### src/rtl/hw_accel_stream_packer_if.sv
// Stream bundle between the pixel source, the packer and the word sink.
// The pixel side carries valid/ready/eof; the word side carries
// valid/ready plus a byte-enable mask and a frame-final flag.
interface hw_accel_stream_packer_if #(
    parameter int IN_WIDTH  = 24,
    parameter int OUT_WIDTH = 32
);
    localparam int OUT_BYTES = OUT_WIDTH / 8;

    logic [IN_WIDTH-1:0]  in_data;
    logic                 in_valid;
    logic                 in_eof;
    logic                 in_ready;

    logic [OUT_WIDTH-1:0] out_data;
    logic [OUT_BYTES-1:0] out_byte_en;
    logic                 out_last;
    logic                 out_valid;
    logic                 out_ready;

    // Source/sink side: supplies pixels and the downstream ready.
    modport master (
        output in_data, in_valid, in_eof, out_ready,
        input  in_ready, out_data, out_byte_en, out_last, out_valid
    );

    // Packer side: consumes pixels and produces packed words.
    modport slave (
        input  in_data, in_valid, in_eof, out_ready,
        output in_ready, out_data, out_byte_en, out_last, out_valid
    );
endinterface

### src/rtl/hw_accel_stream_packer.sv
// Pixel-to-word packer for the hw_accel datapath.
// Pixels of IN_WIDTH bits are appended, byte by byte, to a FIFO-ordered
// byte accumulator; whenever OUT_BYTES bytes are available and the output
// register is free, the oldest OUT_BYTES bytes leave as one word (oldest
// byte in [7:0]). An accepted in_eof starts a flush that drains full words
// and then a zero-padded partial word with a byte mask, tagged out_last.
module hw_accel_stream_packer #(
    parameter int IN_WIDTH   = 24,
    parameter int OUT_WIDTH  = 32,
    parameter int BYTE_ORDER = 0
) (
    input  logic                    clk,
    input  logic                    rst,
    hw_accel_stream_packer_if.slave bus
);
    localparam int IN_BYTES  = IN_WIDTH / 8;
    localparam int OUT_BYTES = OUT_WIDTH / 8;
    localparam int ACC_BYTES = IN_BYTES + OUT_BYTES;
    localparam int ACC_W     = ACC_BYTES * 8;
    // Wide enough to hold count + IN_BYTES without wrapping.
    localparam int CNT_W     = $clog2(ACC_BYTES + IN_BYTES + 1);

    localparam logic [CNT_W-1:0] IN_B  = CNT_W'(IN_BYTES);
    localparam logic [CNT_W-1:0] OUT_B = CNT_W'(OUT_BYTES);
    localparam logic [CNT_W-1:0] ACC_B = CNT_W'(ACC_BYTES);

    // Reorders a pixel so that stream byte k sits at bits [8k+7:8k].
    function automatic logic [IN_WIDTH-1:0] stream_order(input logic [IN_WIDTH-1:0] px);
        logic [IN_WIDTH-1:0] r;
        r = '0;
        for (int k = 0; k < IN_BYTES; k++) begin
            if (BYTE_ORDER == 0) begin
                r[k*8 +: 8] = px[(IN_BYTES-1-k)*8 +: 8];
            end else begin
                r[k*8 +: 8] = px[k*8 +: 8];
            end
        end
        return r;
    endfunction

    // Control state
    logic [CNT_W-1:0]     count_q, count_d;
    logic                 flush_q, flush_d;

    // Output stage
    logic [OUT_WIDTH-1:0] out_data_q, out_data_d;
    logic [OUT_BYTES-1:0] out_byte_en_q, out_byte_en_d;
    logic                 out_last_q, out_last_d;
    logic                 out_valid_q, out_valid_d;

    // Byte accumulator, stream byte 0 (oldest) in the low byte
    logic [ACC_W-1:0]     acc_q, acc_d;

    // Datapath helpers
    logic                 in_ready_c;
    logic                 accept;
    logic [CNT_W-1:0]     avail;
    logic [CNT_W+2:0]     shamt;
    logic [ACC_W-1:0]     acc_mask;
    logic [ACC_W-1:0]     merged;
    logic                 stage_free;
    logic                 eof_pend;
    logic                 load_full;
    logic                 load_part;

    // Space for a whole pixel is judged on the registered count only, so
    // in_ready never depends on what the output side does this cycle.
    assign in_ready_c = rst & ~flush_q & ((count_q + IN_B) <= ACC_B);
    assign accept     = bus.in_valid & in_ready_c;
    assign avail      = count_q + (accept ? IN_B : '0);

    // Bytes at or above count_q are don't-care (e.g. left over from a reset
    // mid-frame), so they are masked before the new pixel is merged in.
    assign shamt      = {count_q, 3'b000};
    assign acc_mask   = ~({ACC_W{1'b1}} << shamt);
    assign merged     = (acc_q & acc_mask)
                      | (accept ? (ACC_W'(stream_order(bus.in_data)) << shamt) : '0);

    assign stage_free = ~out_valid_q | bus.out_ready;
    // The eof of a pixel accepted this cycle already counts for tagging.
    assign eof_pend   = flush_q | (accept & bus.in_eof);
    assign load_full  = stage_free & (avail >= OUT_B);
    assign load_part  = stage_free & eof_pend & (avail != '0) & (avail < OUT_B);

    // Next state for the output stage, byte count, accumulator and flush flag.
    always_comb begin
        out_data_d    = out_data_q;
        out_byte_en_d = out_byte_en_q;
        out_last_d    = out_last_q;
        out_valid_d   = out_valid_q;
        count_d       = avail;
        acc_d         = merged;
        flush_d       = eof_pend;
        if (load_full) begin
            out_data_d    = merged[OUT_WIDTH-1:0];
            out_byte_en_d = '1;
            out_last_d    = eof_pend && (avail == OUT_B);
            out_valid_d   = 1'b1;
            count_d       = avail - OUT_B;
            acc_d         = merged >> OUT_WIDTH;
            if (eof_pend && (avail == OUT_B)) begin
                flush_d = 1'b0;
            end
        end else if (load_part) begin
            // Bytes beyond avail are already zero in merged: zero padding.
            out_data_d    = merged[OUT_WIDTH-1:0];
            out_byte_en_d = ~({OUT_BYTES{1'b1}} << avail);
            out_last_d    = 1'b1;
            out_valid_d   = 1'b1;
            count_d       = '0;
            flush_d       = 1'b0;
        end else if (stage_free) begin
            out_valid_d   = 1'b0;
        end
    end

    // Control and output registers; reset discards any partial frame.
    always_ff @(posedge clk or negedge rst) begin
        if (!rst) begin
            count_q       <= '0;
            flush_q       <= 1'b0;
            out_data_q    <= '0;
            out_byte_en_q <= '0;
            out_last_q    <= 1'b0;
            out_valid_q   <= 1'b0;
        end else begin
            count_q       <= count_d;
            flush_q       <= flush_d;
            out_data_q    <= out_data_d;
            out_byte_en_q <= out_byte_en_d;
            out_last_q    <= out_last_d;
            out_valid_q   <= out_valid_d;
        end
    end

    // Accumulator payload; only bytes below count_q are ever meaningful.
    always_ff @(posedge clk) begin
        acc_q <= acc_d;
    end

    assign bus.in_ready    = in_ready_c;
    assign bus.out_data    = out_data_q;
    assign bus.out_byte_en = out_byte_en_q;
    assign bus.out_last    = out_last_q;
    assign bus.out_valid   = out_valid_q;

endmodule

### src/flat_wrapper.sv
// flat-port wrapper written by rule: the top's interface ports become plain ports
module hw_accel_stream_packer_flat 
#(
    parameter int IN_WIDTH   = 24,
    parameter int OUT_WIDTH  = 32,
    parameter int BYTE_ORDER = 0
)
  (clk, rst, bus_in_data, bus_in_valid, bus_in_eof, bus_out_ready, bus_in_ready, bus_out_data, bus_out_byte_en, bus_out_last, bus_out_valid);
  hw_accel_stream_packer_if #(.IN_WIDTH(IN_WIDTH), .OUT_WIDTH(OUT_WIDTH)) bus_i ();
  input  logic clk;
  input  logic rst;
  input wire logic [$bits(bus_i.in_data)-1:0] bus_in_data;
  input wire logic [$bits(bus_i.in_valid)-1:0] bus_in_valid;
  input wire logic [$bits(bus_i.in_eof)-1:0] bus_in_eof;
  input wire logic [$bits(bus_i.out_ready)-1:0] bus_out_ready;
  output wire logic [$bits(bus_i.in_ready)-1:0] bus_in_ready;
  output wire logic [$bits(bus_i.out_data)-1:0] bus_out_data;
  output wire logic [$bits(bus_i.out_byte_en)-1:0] bus_out_byte_en;
  output wire logic [$bits(bus_i.out_last)-1:0] bus_out_last;
  output wire logic [$bits(bus_i.out_valid)-1:0] bus_out_valid;
  assign bus_i.in_data = bus_in_data;
  assign bus_i.in_valid = bus_in_valid;
  assign bus_i.in_eof = bus_in_eof;
  assign bus_i.out_ready = bus_out_ready;
  assign bus_in_ready = bus_i.in_ready;
  assign bus_out_data = bus_i.out_data;
  assign bus_out_byte_en = bus_i.out_byte_en;
  assign bus_out_last = bus_i.out_last;
  assign bus_out_valid = bus_i.out_valid;
  hw_accel_stream_packer #(.IN_WIDTH(IN_WIDTH), .OUT_WIDTH(OUT_WIDTH), .BYTE_ORDER(BYTE_ORDER)) u_core (.clk(clk), .rst(rst), .bus(bus_i));
endmodule
### config.mk
export PLATFORM = sky130hd
export DESIGN_NAME = hw_accel_stream_packer_flat
export DESIGN_NICKNAME = d
export VERILOG_FILES = /design/src/rtl/hw_accel_stream_packer_if.sv /design/src/rtl/hw_accel_stream_packer.sv /design/src/flat_wrapper.sv
export SDC_FILE = /design/constraint.sdc
export NUM_CORES = 1
export LEC_CHECK = 0
export ABC_CLOCK_PERIOD_IN_PS = 6200
export CORE_AREA = 10 10 124 171
export DETAILED_ROUTE_END_ITERATION = 6
export DIE_AREA = 0 0 134 181
export GPL_ROUTABILITY_DRIVEN = 0
export HOLD_SLACK_MARGIN = 0.12
export SETUP_SLACK_MARGIN = 0.05
export SKIP_LAST_GASP = 1
export SYNTH_ARGS = -nofsm -noshare
export SYNTH_HDL_FRONTEND = slang
export SYNTH_SLANG_ARGS = --single-unit
### constraint.sdc
create_clock -name clk -period 6.2 [get_ports clk]
set_input_delay 0.62 -clock clk [delete_from_list [all_inputs] [get_ports clk]]
set_output_delay 0.62 -clock clk [all_outputs]
set_load 0.02 [all_outputs]
==> out/results.txt, run 1 <==
total core area = 17,900 µm²
unrepaired setup endpoints after global routing = no
commonest non-fill, non-tap cells in the layout = clkdlybuf4s50_1 (66), dfxtp_1 (56), nor2_1 (49)
clk buf depth = 2
tightest slew margin relative to the limit = 33.0%
maximum number of pins on one net before global-route repair = 46
die outline area = 24,300 µm²
total cell area at the placement stage = 5500 µm²
number of buffers inserted to repair setup after CTS = 0
Tightest Pin Transition = 1.00 ns
cell internal power dissipation = 0.00187 W
number of antenna diodes = 0
post-layout worst setup margin = 1.76 ns
net count after synthesis = 511
post-synthesis instance total = 476
DRT iter0 DRCs = 243
leading cell type in the layout, fill and taps excluded = clkdlybuf4s50_1
final setup fails = 0
Via Count = 3,717
max_cap viols = 0
power density of the placed cells = 554 nW/µm²
Resized Gates After CTS = 0
clock edge transition at the registers on the reported setup and hold paths = 0.07 ns
Post-Layout Inst Area = 5810 µm²
share of total power in sequential cells = 31.2%
first-pass detailed-route iteration total = 4
row count = 58
die boundary height = 181 µm
Routed WL per cell = 17.3 µm
layout cells sized above 1 = 7.92%
number of register bits inferred by synthesis = 99
startpoint type of the worst setup path = flip-flop
average footprint of a synthesized cell = 9.72 µm²
Hold Fails Final Rpt = 0
Util after Layout = 32.4%
library cells used by synthesis = 48
number of global-route vias before repair = 3,947
insertion delay to the later sink of the worst-skew pair = 0.34 ns
highest clock frequency the design can meet = 0.225 GHz
Seq. cell area = 2200 µm²
master cell of the clock root buffer = clkbuf_16
number of antenna violations at the first check in global routing = 0
r2r setup slk = 1.76 ns
Setup CP Type = reg -> reg
Critical R2R Capture = u_core.bus.out_data[25]$_DFFE_PN0P_
Via-to-Cell Ratio = 4.83
Final HPWL DP = 10,000 µm
arrival time of the worst setup path = 4.70 ns
warning count from the yosys run = 0
effective utilization at floorplan = 25.8%
CTS sink count = 99
number of placed cells counting well taps = 754
max-slew violation count = 0
synthesized area = 4630 µm²
Post-synth ARST share = 43.4%
number of filler instances in the final layout = 1,855
share of synthesized area occupied by flip-flops and latches = 47.5%
count of pins on the block boundary = 68
highest net fanout along the worst path = 29
Tcrit/Tclk final = 71.6%
class of the tightest hold or removal check = in -> async
Static Leak = 2.30 nW
width of the die = 134 µm
top sig layer = met4
worst clock skew = 0.00664 ns
total gr overflow = 0
proportion of total power due to net switching = 41.9%
Switch Pwr = 0.00135 W
H-tree depth = 3
Layout Nets = 560
Setup WS pre-CTS = 1.55 ns
number of flops mapped to enable cells by yosys = 0
antenna-violating nets left = 0
hold buffer count at CTS = 0
wire length of the first global-routing pass = 21,500 µm
required time worst endpoint = 6.46 ns
total clock buffers created by CTS = 9
WL final = 13,300 µm
remaining design rule violation count = 0
number of cells in the finished layout apart from fillers = 770
area taken by multi-input logic gates = 2210 µm²
Port Buf Inserts = 67
min cycle time layout = 4.44 ns
result of the run = finished, final reports clean
overall routing resource usage = 11.1%
share of total power in the clock network = 18.1%
critical path capture point type = flip-flop
worst reg2reg path startpoint = u_core.count_q[1]$_DFF_PN0_
Max VDD drop = 0.251 mV
top flip-flop cell by instance count after synthesis = dfxtp_1
Met1 Routed Length = 5480 µm
CTS tree = done
worst-case reg-to-reg path depth = 14
routed wl met3 = 447 µm
share of power burned in combinational logic = 50.8%
met2 wire length = 7050 µm
Setup Total Neg Slack = 0 ns
layout overhead on the synthesized area = 25.6%
## per-layer routing
metal,up-vias,GRT usage (%)
met5,-,0
met4,0,4.80
met3,21,2.03
met2,88,19.9
met1,1799,12.4
li1,1809,-
## cell usage after synthesis (2+ instances only)
cell,count,area share (%)
nand2b_1,3,0.41
nor2b_1,7,0.95
xor2_1,2,0.38
buf_2,11,1.2
a221oi_1,12,2.3
or2_2,3,0.41
nand3_1,2,0.22
xnor2_1,2,0.38
o21ai_1,5,0.54
mux2_2,7,1.7
ha_1,5,1.4
o22ai_1,2,0.27
buf_6,2,0.49
or3_1,2,0.27
mux2i_1,35,7.6
a22o_1,20,3.8
nand2_1,35,2.8
o21ai_0,24,2.6
nor3_2,2,0.43
clkbuf_1,20,1.6
a22oi_1,35,5.7
nor4_1,8,1.1
a21o_1,4,0.65
mux2_1,14,3.4
buf_1,2,0.16
dfxtp_1,56,24
a21oi_1,29,3.1
nor2_1,50,4.1
dfrtp_1,43,23
inv_1,16,1.3
## stage by stage
stage	hold slack, ns	total power (W)
floorplan	0.324	0.00214
global placement	0.463	0.00262
detailed placement	0.469	0.00267
CTS	0.419	0.00326
global route	0.448	0.00346
finish	0.387	0.00322
## cell type report
cell class / instances / share of cell area (%)
clock buffer: 11 / 4.35
clock inverter: 5 / 1.03
inverter: 16 / 1.03
multi-input combinational: 325 / 38.1
sequential: 99 / 37.8
tap: 240 / 5.17
timing repair buffer: 74 / 12.6
## how the worst max path moves through the flow
stage	slack (ns)	start	end
final	1.76	u_core.count_q[1]$_DFF_PN0_	u_core.bus.out_data[25]$_DFFE_PN0P_
after global routing	1.32	u_core.count_q[1]$_DFF_PN0_	u_core.bus.out_data[26]$_DFFE_PN0P_
after detailed placement	1.55	bus_in_valid	u_core.bus.out_data[7]$_DFFE_PN0P_
after global placement	1.74	bus_in_valid	u_core.bus.out_data[25]$_DFFE_PN0P_
after CTS	1.69	u_core.count_q[1]$_DFF_PN0_	u_core.bus.out_data[25]$_DFFE_PN0P_
after floorplan	2.61	u_core.count_q[1]$_DFF_PN0_	u_core.bus.out_data[4]$_DFFE_PN0P_
## state kept, by name, indices dropped and copies added (netlist names)
name / count
u_core.bus.out_last: 1
u_core.bus.out_byte_en: 4
u_core.flush_q: 1
u_core.count_q: 4
u_core.bus.out_valid: 1
u_core.bus.out_data: 32
u_core.acc_q: 56
## power groups by stage
stage	registers [W]	logic, W	clock network (W)
2_1_floorplan	0.00105	0.00108	0
3_3_place_gp	0.00101	0.00161	0
3_5_place_dp	0.00102	0.00165	0
4_1_cts	0.00101	0.00166	0.000594
5_1_grt	0.00104	0.00180	0.000620
6_report	0.00100	0.00163	0.000581
## logic make-up after synthesis
logic type      count (synthesis)  share of synthesized area, %
buf+inv                        52                          4.92
xor+xnor                        4                         0.757
simple gates                  119                          11.7
mux                            56                          12.7
fa+ha+maj                       6                          1.78
compound gates                140                          20.7
flops                          99                          47.5
## critical path, stage by stage, from the launching register on
cell and delay, ns:
dfrtp_1 0.93, o21ai_2 0.16, xnor2_1 0.23, nor2_1 0.13, ha_1 0.25, fa_1 0.42
xor2_1 0.21, inv_1 0.14, ha_1 0.24, nand2_1 0.08, a21o_1 0.22, o21ai_4 0.60
buf_4 0.32, buf_4 0.21, mux2i_1 0.21
Power figures use the tool's default switching activity.
==> inputs of run 2 (changes only) <==
Settings changed: ABC_CLOCK_PERIOD_IN_PS 6200 to 4000.
Clock period 6.2 ns to 4 ns, I/O delays scaled along.
==> run 2 against run 1 <==
Core utilization shrank 0.098 points. Sequential power up 47%. Clock skew increased by 0.0039 ns. Clock-buffer cell count decreased by 1. Register-to-register slack got worse by 1.2 ns.
==> out/results.txt, run 2 (synthesis results as in run 1) <==
Layout Nets = 564
commonest non-fill, non-tap cells in the layout = clkdlybuf4s50_1 (66), dfxtp_1 (56), nor2_1 (50)
Util after Layout = 32.3%
area taken by multi-input logic gates = 2210 µm²
H-tree depth = 3
tightest slew margin relative to the limit = 48.1%
CTS tree = done
max_cap viols = 0
clk buf depth = 2
Setup CP Type = reg -> reg
Seq. cell area = 2200 µm²
total core area = 17,900 µm²
hold buffer count at CTS = 0
worst reg2reg path startpoint = u_core.count_q[1]$_DFF_PN0_
Routed WL per cell = 17.3 µm
highest net fanout along the worst path = 20
required time worst endpoint = 4.22 ns
min cycle time layout = 3.44 ns
insertion delay to the later sink of the worst-skew pair = 0.35 ns
antenna-violating nets left = 0
row count = 58
number of antenna diodes = 0
class of the tightest hold or removal check = in -> async
number of global-route vias before repair = 3,897
WL final = 13,400 µm
result of the run = finished, final reports clean
master cell of the clock root buffer = clkbuf_16
r2r setup slk = 0.56 ns
Setup Total Neg Slack = 0 ns
startpoint type of the worst setup path = flip-flop
overall routing resource usage = 11.1%
Critical R2R Capture = u_core.bus.out_data[11]$_DFFE_PN0P_
worst clock skew = 0.0105 ns
maximum number of pins on one net before global-route repair = 75
number of buffers inserted to repair setup after CTS = 0
Tcrit/Tclk final = 86.0%
number of flip-flops in the largest register = 56
Via-to-Cell Ratio = 4.90
Final HPWL DP = 10,000 µm
worst-case reg-to-reg path depth = 12
remaining design rule violation count = 0
effective utilization at floorplan = 25.8%
highest clock frequency the design can meet = 0.291 GHz
Tightest Pin Transition = 0.774 ns
Static Leak = 2.31 nW
register bank with the most flops = u_core.acc_q
critical path capture point type = flip-flop
final setup fails = 0
die boundary height = 181 µm
Port Buf Inserts = 67
layout overhead on the synthesized area = 25.3%
clock edge transition at the registers on the reported setup and hold paths = 0.07 ns
number of filler instances in the final layout = 1,848
total gr overflow = 0
leading cell type in the layout, fill and taps excluded = clkdlybuf4s50_1
wire length of the first global-routing pass = 21,500 µm
power density of the placed cells = 851 nW/µm²
Max VDD drop = 0.313 mV
first-pass detailed-route iteration total = 5
unrepaired setup endpoints after global routing = no
CTS sink count = 99
Hold Fails Final Rpt = 0
layout cells sized above 1 = 8.26%
max-slew violation count = 0
count of pins on the block boundary = 68
Fin Hold WS = 0.165 ns
DRT iter0 DRCs = 276
arrival time of the worst setup path = 3.66 ns
number of antenna violations at the first check in global routing = 0
die outline area = 24,300 µm²
total clock buffers created by CTS = 9
width of the die = 134 µm
Via Count = 3,785
Resized Gates After CTS = 0
==> run 2: changes by cell type in the layout (fill, tap and decap cells not counted) <==
| cell | previous run | this run |
|---|---|---|
| buf_4 | 6 | 10 |
| bufinv_16 | 1 | 0 |
| clkbuf_8 | 2 | 1 |
| clkinv_2 | 0 | 4 |
| clkinv_4 | 1 | 0 |
| clkinvlp_4 | 2 | 0 |
| inv_4 | 1 | 0 |
| inv_6 | 0 | 1 |
| nor2_1 | 49 | 50 |
| nor2_2 | 2 | 1 |
==> run 2: layout make-up <==
class | count | area share, %
clock inverters | 5 | 0.497
well taps | 240 | 5.18
inverters | 16 | 1.04
repair buffers | 78 | 13.1
flip-flops and latches | 99 | 37.9
clock buffers | 10 | 4.12
multi-input cells | 325 | 38.1
==> run 2: through the flow <==
step	total power (W)	instances	area, µm²	worst slack, ns
detailed placement	0.00415	758	5530	0.285
global placement	0.00408	758	5530	0.402
CTS	0.00497	773	5800	0.551
floorplan	0.00332	476	4630	0.409
finish	0.00493	773	5800	0.558
global route	0.00528	773	5800	0.367
==> run 2: power by group <==
group	leakage (nW)	switching, W	internal [W]
combinational	1.17	0.00158	0.00107
clock	0.138	0.000371	0.000433
sequential	0.999	0.000146	0.00133
total	2.31	0.00210	0.00283
==> run 2: worst max path at each step <==
stage                                           start  slack, ns                             endpoint
final                     u_core.count_q[1]$_DFF_PN0_       0.56  u_core.bus.out_data[11]$_DFFE_PN0P_
after detailed placement                 bus_in_valid       0.29  u_core.bus.out_data[11]$_DFFE_PN0P_
after global routing      u_core.count_q[1]$_DFF_PN0_       0.37  u_core.bus.out_data[14]$_DFFE_PN0P_
after global placement                   bus_in_valid       0.40  u_core.bus.out_data[11]$_DFFE_PN0P_
after floorplan           u_core.count_q[1]$_DFF_PN0_       0.41   u_core.bus.out_data[4]$_DFFE_PN0P_
after CTS                 u_core.count_q[1]$_DFF_PN0_       0.55  u_core.bus.out_data[11]$_DFFE_PN0P_
==> run 2: worst max-delay path: stages, from the launching register on <==
cell	delay (ns)
dfrtp_1	0.40
o21ai_2	0.18
xnor2_1	0.16
nor2_1	0.12
ha_1	0.24
fa_1	0.42
xor2_1	0.29
inv_1	0.11
ha_1	0.25
nand2b_1	0.32
o21ai_4	0.12
buf_4	0.31
mux2_1	0.36
==> run 2: layer usage <==
layer	vias up	share of wire, %	global-route usage [%]
met5	-	0	0
met4	0	2.5	4.06
met3	21	4.3	2.55
met2	110	53	19.8
met1	1836	41	12.4
li1	1818	-	-
